==> src/rtl/beat_ctrl_pkg.sv <==
// Shared types for the beat sequencer: FSM state encoding and sample width.
package beat_ctrl_pkg;

    localparam int STATE_W  = 3;
    localparam int SAMPLE_W = 3;

    typedef enum logic [STATE_W-1:0] {
        ST_IDLE    = 3'd0,
        ST_RST     = 3'd1,
        ST_ARM     = 3'd2,
        ST_LISTEN  = 3'd3,
        ST_REFRACT = 3'd4,
        ST_ALARM   = 3'd5
    } beat_state_e;

endpackage

==> src/rtl/beat_ctrl_if.sv <==
// Sequencer-to-filter link: reset/threshold strobes, mode, held sample and peak return.
interface beat_ctrl_if;
    import beat_ctrl_pkg::*;

    logic                flt_reset;
    logic                flt_threshold;
    logic                flt_higher;
    logic [SAMPLE_W-1:0] flt_in;
    logic                flt_peak;

    modport master (
        output flt_reset,
        output flt_threshold,
        output flt_higher,
        output flt_in,
        input  flt_peak
    );

    modport slave (
        input  flt_reset,
        input  flt_threshold,
        input  flt_higher,
        input  flt_in,
        output flt_peak
    );

endinterface

==> src/rtl/beat_tick_gen.sv <==
// Sample-tick divider: one-clock tick every TICK_DIV clocks while run is high.
module beat_tick_gen #(
    parameter int TICK_DIV = 1000,
    parameter int DIV_W    = 16
) (
    input  logic clk,
    input  logic rst_n,
    input  logic run,
    output logic tick
);

    localparam logic [DIV_W-1:0] DIV_LAST = DIV_W'(TICK_DIV - 1);

    logic [DIV_W-1:0] div;

    always_ff @(posedge clk or negedge rst_n) begin
        if (!rst_n) begin
            div <= '0;
        end else if (!run || (div == DIV_LAST)) begin
            div <= '0;
        end else begin
            div <= div + 1'b1;
        end
    end

    // Gated by run so the clock that leaves the running states cannot tick.
    assign tick = run && (div == DIV_LAST);

endmodule

==> src/rtl/beat_ctrl.sv <==
// Sequencer for the threshold/peak filter: reset/threshold strobes, tick-rate sampling,
// refractory beat qualification, beat-to-beat interval measurement and missing-beat alarm.
module beat_ctrl
    import beat_ctrl_pkg::*;
#(
    parameter int TICK_DIV = 1000,
    parameter int DIV_W    = 16,
    parameter int INT_W    = 12,
    parameter int RST_CYC  = 4,
    parameter int REFRACT  = 20,
    parameter int TIMEOUT  = 300
) (
    input  logic                clk,
    input  logic                rst_n,
    input  logic                enable,
    input  logic [SAMPLE_W-1:0] sample_in,
    input  logic                higher_sel,
    beat_ctrl_if.master         flt,
    output logic                beat,
    output logic [INT_W-1:0]    interval,
    output logic                interval_valid,
    output logic                alarm,
    output logic [STATE_W-1:0]  state_o
);

    localparam int               RC_W      = (RST_CYC > 1) ? $clog2(RST_CYC) : 1;
    localparam logic [RC_W-1:0]  RST_LAST  = RC_W'(RST_CYC - 1);
    localparam logic [INT_W-1:0] REFRACT_V = INT_W'(REFRACT);
    localparam logic [INT_W-1:0] TIMEOUT_V = INT_W'(TIMEOUT);

    if ((TICK_DIV < 2) || (TICK_DIV > 2**DIV_W) || (RST_CYC < 1) || (REFRACT < 1) ||
        (TIMEOUT <= REFRACT) || (TIMEOUT > 2**INT_W - 1)) begin : g_param_check
        $error("beat_ctrl: parameter set does not fit the counter widths");
    end

    function automatic logic [INT_W-1:0] sat_inc(input logic [INT_W-1:0] v);
        return (v == {INT_W{1'b1}}) ? v : v + 1'b1;
    endfunction

    beat_state_e         state, state_next;
    logic [RC_W-1:0]     rst_cnt, rst_cnt_next;
    logic [INT_W-1:0]    ictr, ictr_inc, ictr_next;
    logic                first_flag, first_next;
    logic                beat_next, ivld_next, alarm_next;
    logic [INT_W-1:0]    interval_next;
    logic                freset_next, thr_next;
    logic                flt_reset_q, flt_thr_q, flt_higher_q;
    logic [SAMPLE_W-1:0] flt_in_q;
    logic                pk_d, peak_ev;
    logic                run, tick;

    assign run = enable && (state != ST_IDLE);

    beat_tick_gen #(
        .TICK_DIV (TICK_DIV),
        .DIV_W    (DIV_W)
    ) u_tick (
        .clk   (clk),
        .rst_n (rst_n),
        .run   (run),
        .tick  (tick)
    );

    assign peak_ev  = flt.flt_peak & ~pk_d;
    // Tick-relative decisions use the count including this clock's tick.
    assign ictr_inc = tick ? sat_inc(ictr) : ictr;

    always_comb begin
        state_next    = state;
        rst_cnt_next  = '0;
        ictr_next     = ictr_inc;
        first_next    = first_flag;
        beat_next     = 1'b0;
        ivld_next     = 1'b0;
        alarm_next    = alarm;
        interval_next = interval;

        unique case (state)
            ST_IDLE: begin
                ictr_next  = '0;
                alarm_next = 1'b0;
                if (enable) state_next = ST_RST;
            end
            ST_RST: begin
                rst_cnt_next = rst_cnt + 1'b1;
                if (rst_cnt == RST_LAST) state_next = ST_ARM;
            end
            ST_ARM: begin
                first_next = 1'b1;
                state_next = ST_LISTEN;
            end
            ST_LISTEN: begin
                if (peak_ev) begin
                    beat_next = 1'b1;
                    if (!first_flag) begin
                        interval_next = ictr_inc;
                        ivld_next     = 1'b1;
                    end
                    first_next = 1'b0;
                    ictr_next  = '0;
                    alarm_next = 1'b0;
                    state_next = ST_REFRACT;
                end else if (tick && (ictr_inc == TIMEOUT_V)) begin
                    alarm_next = 1'b1;
                    state_next = ST_ALARM;
                end
            end
            ST_REFRACT: begin
                if (tick && (ictr_inc == REFRACT_V)) state_next = ST_LISTEN;
            end
            ST_ALARM: begin
                if (peak_ev) begin
                    beat_next  = 1'b1;
                    alarm_next = 1'b0;
                    first_next = 1'b0;
                    ictr_next  = '0;
                    state_next = ST_REFRACT;
                end
            end
            default: state_next = ST_IDLE;
        endcase

        // Dropping enable aborts everything except the last measured interval.
        if (!enable && (state != ST_IDLE)) begin
            state_next    = ST_IDLE;
            beat_next     = 1'b0;
            ivld_next     = 1'b0;
            alarm_next    = 1'b0;
            first_next    = 1'b0;
            ictr_next     = '0;
            interval_next = interval;
        end

        if ((state == ST_ARM) || (state_next == ST_ARM)) ictr_next = '0;

        freset_next = (state_next == ST_IDLE) || (state_next == ST_RST);
        thr_next    = (state_next == ST_ARM);
    end

    always_ff @(posedge clk or negedge rst_n) begin
        if (!rst_n) begin
            state          <= ST_IDLE;
            rst_cnt        <= '0;
            ictr           <= '0;
            first_flag     <= 1'b0;
            beat           <= 1'b0;
            interval_valid <= 1'b0;
            interval       <= '0;
            alarm          <= 1'b0;
            flt_reset_q    <= 1'b1;
            flt_thr_q      <= 1'b0;
        end else begin
            state          <= state_next;
            rst_cnt        <= rst_cnt_next;
            ictr           <= ictr_next;
            first_flag     <= first_next;
            beat           <= beat_next;
            interval_valid <= ivld_next;
            interval       <= interval_next;
            alarm          <= alarm_next;
            flt_reset_q    <= freset_next;
            flt_thr_q      <= thr_next;
        end
    end

    // Input-side registers: peak edge history, sample-and-hold, frozen compare mode.
    always_ff @(posedge clk or negedge rst_n) begin
        if (!rst_n) begin
            pk_d         <= 1'b0;
            flt_in_q     <= '0;
            flt_higher_q <= 1'b0;
        end else begin
            pk_d <= flt.flt_peak;
            if (tick) flt_in_q <= sample_in;
            if ((state == ST_IDLE) || (state == ST_RST)) flt_higher_q <= higher_sel;
        end
    end

    assign flt.flt_reset     = flt_reset_q;
    assign flt.flt_threshold = flt_thr_q;
    assign flt.flt_higher    = flt_higher_q;
    assign flt.flt_in        = flt_in_q;
    assign state_o           = state;

endmodule

==> src/flat_wrapper.sv <==
// flat-port wrapper written by rule: the top's interface ports become plain ports
module beat_ctrl_flat import beat_ctrl_pkg::*;
#(
    parameter int TICK_DIV = 1000,
    parameter int DIV_W    = 16,
    parameter int INT_W    = 12,
    parameter int RST_CYC  = 4,
    parameter int REFRACT  = 20,
    parameter int TIMEOUT  = 300
)
  (clk, rst_n, enable, sample_in, higher_sel, beat, interval, interval_valid, alarm, state_o, flt_flt_reset, flt_flt_threshold, flt_flt_higher, flt_flt_in, flt_flt_peak);
  beat_ctrl_if flt_i ();
  input  logic clk;
  input  logic rst_n;
  input  logic enable;
  input  logic [SAMPLE_W-1:0] sample_in;
  input  logic higher_sel;
  output logic beat;
  output logic [INT_W-1:0] interval;
  output logic interval_valid;
  output logic alarm;
  output logic [STATE_W-1:0] state_o;
  output wire logic [$bits(flt_i.flt_reset)-1:0] flt_flt_reset;
  output wire logic [$bits(flt_i.flt_threshold)-1:0] flt_flt_threshold;
  output wire logic [$bits(flt_i.flt_higher)-1:0] flt_flt_higher;
  output wire logic [$bits(flt_i.flt_in)-1:0] flt_flt_in;
  input wire logic [$bits(flt_i.flt_peak)-1:0] flt_flt_peak;
  assign flt_flt_reset = flt_i.flt_reset;
  assign flt_flt_threshold = flt_i.flt_threshold;
  assign flt_flt_higher = flt_i.flt_higher;
  assign flt_flt_in = flt_i.flt_in;
  assign flt_i.flt_peak = flt_flt_peak;
  beat_ctrl #(.TICK_DIV(TICK_DIV), .DIV_W(DIV_W), .INT_W(INT_W), .RST_CYC(RST_CYC), .REFRACT(REFRACT), .TIMEOUT(TIMEOUT)) u_core (.clk(clk), .rst_n(rst_n), .enable(enable), .sample_in(sample_in), .higher_sel(higher_sel), .flt(flt_i), .beat(beat), .interval(interval), .interval_valid(interval_valid), .alarm(alarm), .state_o(state_o));
endmodule
==> config.mk <==
export PLATFORM = sky130hd
export DESIGN_NAME = beat_ctrl_flat
export DESIGN_NICKNAME = d
export VERILOG_FILES = /design/src/rtl/beat_ctrl_pkg.sv /design/src/rtl/beat_ctrl_if.sv /design/src/rtl/beat_tick_gen.sv /design/src/rtl/beat_ctrl.sv /design/src/flat_wrapper.sv
export SDC_FILE = /design/constraint.sdc
export NUM_CORES = 1
export LEC_CHECK = 0
export ABC_AREA = 1
export BUFFER_PORTS_ARGS = -buffer_cell sky130_fd_sc_hd__buf_2
export CELL_PAD_IN_SITES_DETAIL_PLACEMENT = 1
export CELL_PAD_IN_SITES_GLOBAL_PLACEMENT = 1
export CORE_MARGIN = 3
export CORE_UTILIZATION = 44
export CTS_BUF_LIST = sky130_fd_sc_hd__clkbuf_4 sky130_fd_sc_hd__clkbuf_8 sky130_fd_sc_hd__clkbuf_16
export DETAILED_ROUTE_END_ITERATION = 10
export GPL_ROUTABILITY_DRIVEN = 0
export PLACE_DENSITY = 0.91
export SYNTH_ARGS = -nofsm -noshare
export SYNTH_HDL_FRONTEND = slang
export SYNTH_SLANG_ARGS = --single-unit
==> constraint.sdc <==
create_clock -name clk -period 3.2 [get_ports clk]
set_clock_uncertainty 0.05 [all_clocks]
set_input_delay 0.32 -clock clk [delete_from_list [all_inputs] [get_ports clk]]
set_output_delay 0.32 -clock clk [all_outputs]
set_load 0.01 [all_outputs]
==> flow_summary_export.csv <==
group,metric,value,unit
cts,clkSlewWorstSetupHoldPaths,0.11,ns
power,power_density,526,nW/um^2
setup_path,rr_startpoint,"u_core.ictr[0]$_DFF_PN0_",
sta,relSlewSlack,32.6,%
yosys,synth_cell_types,35,
place,portBuffers,31,
min_path,hold_path_class,"in2reg",
sta,fmax,0.345,GHz
drt,drtAntennaViolNets,0,
sta,worst_pin_slew,1.01,ns
cts,cts_resized,0,
floorplan,core,7290,sq um
floorplan,die_w,93.2,microns
cells_and_area,final_nets,486,
yosys,synth_area,3340,sq um
cts,cts-htree-levels,2,
yosys,syn_area_per_cell,7.60,sq um
drt,routed_via_density,5.26,
global_routing,first_global_vias,3255,
floorplan,rows,31,
cts,cts_tree,"built",
power,power_switching,748,uW
sta,min_period,2.90,ns
power,comb_power_share,33.0,%
global_routing,grt_util_all_layers,21.3,%
cts,cts_buffers,5,
min_path,min_path_cells,1,
drt,dr.pass1.iters,4,
global_routing,gr-total-overflow,0,
place,dpl.hpwl,6680,microns
global_routing,antenna_found_initial,0,
cts,cts_buffer_depth,2,
cts,insertion_delay,0.32,ns
sta,finalCritPeriodShare,90.5,%
setup_path,ff2ff_path_depth,16,
cts,cts.sinks,56,
cells_and_area,finish.utilization,50.6,%
yosys,yosysWarnings,0,
setup_path,cp.arrival,3.04,ns
setup_path,cp_data_required_time,3.35,ns
power,power_frac_seq,45.7,%
sta,finalSetupViolCount,0,
min_path,whs_endpoint,"u_core.pk_d$_DFF_PN0_",
min_path,holdCritStartpoint,"flt_flt_peak",
setup_path,r2r_setup_slack,0.30,ns
power,p_leak,1.75,nW
floorplan,ioPinCount,32,
cts,root_buffer,"clkbuf_8",
run,drv_cap,0,
setup_path,crit_fanout,12,
floorplan,dieArea,8680,sq um
cells_and_area,antenna_cells,0,
sta,slew_violations,0,
power,clkPwrFrac,21.3,%
sta,whs,0.0692,ns
global_routing,grt_start_max_net_pins,44,
drt,via_count,3027,
yosys,ys_seq_area_share,42.0,%
setup_path,critPathLaunchType,"flop",
setup_path,critPathKind,"reg2reg",
power,p_int,1.19,mW
drt,drc,0,
sta,setup_tns,0,ns
cts,hold_buffers,0,
drt,routedWlPerCell,15.1,microns
yosys,syn_nets,451,
power,switching_share,38.6,%
cells_and_area,final_cell_count_no_fill,575,
sta,hold_viol,0,
place,placed_cells,567,
cells_and_area,area_growth,10.4,%
sta,rsz0062_at_grt,"no",
yosys,synthCells,440,
power,peakVddDrop,0.259,mV
floorplan,die_h,93.2,microns
yosys,synth-seq-cells,56,
cells_and_area,drive_above_1_share,22.7,%
cts,cts_setup_buffers,0,
setup_path,reg2reg_to,"u_core.ictr[5]$_DFF_PN0_",
drt,drt_iter0_drc,83,
drt,postRouteWirelength,8660,microns
setup_path,end_kind,"flop",
floorplan,initial_core_util,45.8,%
global_routing,grt_pass1_wl,14900,microns
power,power.total,1.94,mW
outcome,outcome,"finished clean",
stage by stage:
stage                     cell area, sq um  setup WS [ns]
after CTS                             3690          0.332
after floorplan                       3340          0.909
final                                 3690          0.304
after detailed placement              3590          0.425
after global placement                3590          0.505
after global routing                  3690         0.0125
layout by cell type (no fill, tap or decap), drive strengths merged:
| master | count |
|---|---|
| mux2 | 1 |
| clkinv | 1 |
| nand3 | 33 |
| buf | 35 |
| nand4 | 10 |
| nor4 | 3 |
| nor3 | 14 |
| a31oi | 7 |
| dfrtp | 55 |
| nand2 | 134 |
| dfstp | 1 |
| clkbuf | 5 |
| o21ai | 17 |
| xor2 | 3 |
| nor2 | 83 |
| a21oi | 12 |
| o21bai | 1 |
| o211a | 1 |
| o221a | 1 |
| inv | 53 |
| ha | 3 |
| nand3b | 1 |
| clkinvlp | 2 |
area by class of cell:
type | instances | area [sq um]
Clock buffer | 5 | 68.8
Clock inverter | 3 | 26.3
Fill cell | 956 | 3600
Inverter | 53 | 206
Multi-Input combinational cell | 324 | 1680
Sequential cell | 56 | 1400
Tap cell | 99 | 124
Timing Repair Buffer | 35 | 185
registers in the layout, indices dropped and copies added (netlist names):
| name | count |
|---|---|
| u_core.beat | 1 |
| u_core.u_tick.div | 16 |
| u_core.pk_d | 1 |
| u_core.ictr | 12 |
| u_core.state_o | 3 |
| u_core.alarm | 1 |
| u_core.flt.flt_in | 3 |
| u_core.flt.flt_reset | 1 |
| u_core.interval | 12 |
| u_core.flt.flt_threshold | 1 |
| u_core.interval_valid | 1 |
| u_core.first_flag | 1 |
| u_core.rst_cnt | 2 |
| u_core.flt.flt_higher | 1 |
synth_stat cells:
| cell type | n | area share, % |
|---|---|---|
| clkinv_1 | 1 | 0.11 |
| nand2_4 | 6 | 2.0 |
| nor4_2 | 1 | 0.37 |
| dfstp_2 | 1 | 0.79 |
| buf_6 | 4 | 1.3 |
| nor2_2 | 18 | 3.4 |
| o211a_1 | 1 | 0.30 |
| ha_1 | 3 | 1.1 |
| nand3b_1 | 1 | 0.22 |
| nand3_1 | 28 | 4.2 |
| inv_1 | 44 | 4.9 |
| inv_8 | 1 | 0.34 |
| o21ai_0 | 16 | 2.4 |
| mux2_2 | 1 | 0.34 |
| nand2_8 | 1 | 0.60 |
| clkbuf_1 | 2 | 0.22 |
| nand3_2 | 3 | 0.90 |
| nor2_4 | 6 | 2.0 |
| dfrtp_1 | 55 | 41 |
| nand3_4 | 2 | 1.0 |
| buf_2 | 1 | 0.15 |
| nor2_1 | 59 | 6.6 |
| o221a_2 | 1 | 0.34 |
| nand2_1 | 112 | 13 |
| a21oi_1 | 12 | 1.8 |
| o21ai_2 | 1 | 0.26 |
| a31oi_1 | 7 | 1.3 |
| nor3_1 | 13 | 1.9 |
| inv_2 | 7 | 0.79 |
| nor3_2 | 1 | 0.30 |
| nand4_1 | 10 | 1.9 |
| nor4_1 | 2 | 0.37 |
| o21bai_1 | 1 | 0.22 |
| nand2_2 | 15 | 2.8 |
| xor2_1 | 3 | 0.79 |
worst max-delay path: stages (launching register included):
cell and delay [ns]:
dfrtp_1 0.46, ha_1 0.29, nand2_2 0.13, nor2_2 0.22, nand3_4 0.20, nand2_1 0.11
nand2_1 0.05, nand2_1 0.07, nand2_1 0.08, nor2_2 0.16, nand2_1 0.08, nor2_1 0.17
nand4_1 0.14, nand3_2 0.10, nand3_2 0.08, nand2_2 0.30, nor2_2 0.07
power groups by stage:
stage	logic, mW	clock network (mW)	registers, mW
floorplan	0.372	0	0.936
global placement	0.614	0	0.897
detailed placement	0.644	0	0.903
CTS	0.647	0.427	0.890
global route	0.711	0.455	0.903
finish	0.639	0.413	0.887
routing by layer:
metal	vias up	track usage (%)	routed length, microns
li1	1472	-	-
met4	0	5.01	87
met2	45	40.0	4640
met1	1502	25.9	3750
met3	8	2.49	182
met5	-	0	0
logic make-up (layout without fill, tap and decap cells):
family | Yosys count | after routing | share of synthesized area (%)
and+or+nand+nor | 278 | 278 | 41.3
buffers and inverters | 60 | 96 | 7.90
DFF | 56 | 56 | 42.0
AOI/OAI and AO/OA | 39 | 39 | 6.63
adders and majority gates | 3 | 3 | 1.12
xor gates and xnor gates | 3 | 3 | 0.786
muxes | 1 | 1 | 0.337
how the worst max path moves through the flow:
stage / from / end / depth (start not counted)
global placement: u_core.u_tick.div[0]$_DFF_PN0_ / u_core.ictr[11]$_DFF_PN0_ / 16
floorplan: u_core.ictr[0]$_DFF_PN0_ / u_core.ictr[2]$_DFF_PN0_ / 19
finish: u_core.ictr[0]$_DFF_PN0_ / u_core.ictr[5]$_DFF_PN0_ / 16
CTS: u_core.ictr[0]$_DFF_PN0_ / u_core.ictr[11]$_DFF_PN0_ / 16
global route: u_core.ictr[0]$_DFF_PN0_ / u_core.ictr[0]$_DFF_PN0_ / 16
detailed placement: u_core.ictr[0]$_DFF_PN0_ / u_core.ictr[11]$_DFF_PN0_ / 16
(Power assumes the default switching activity.)
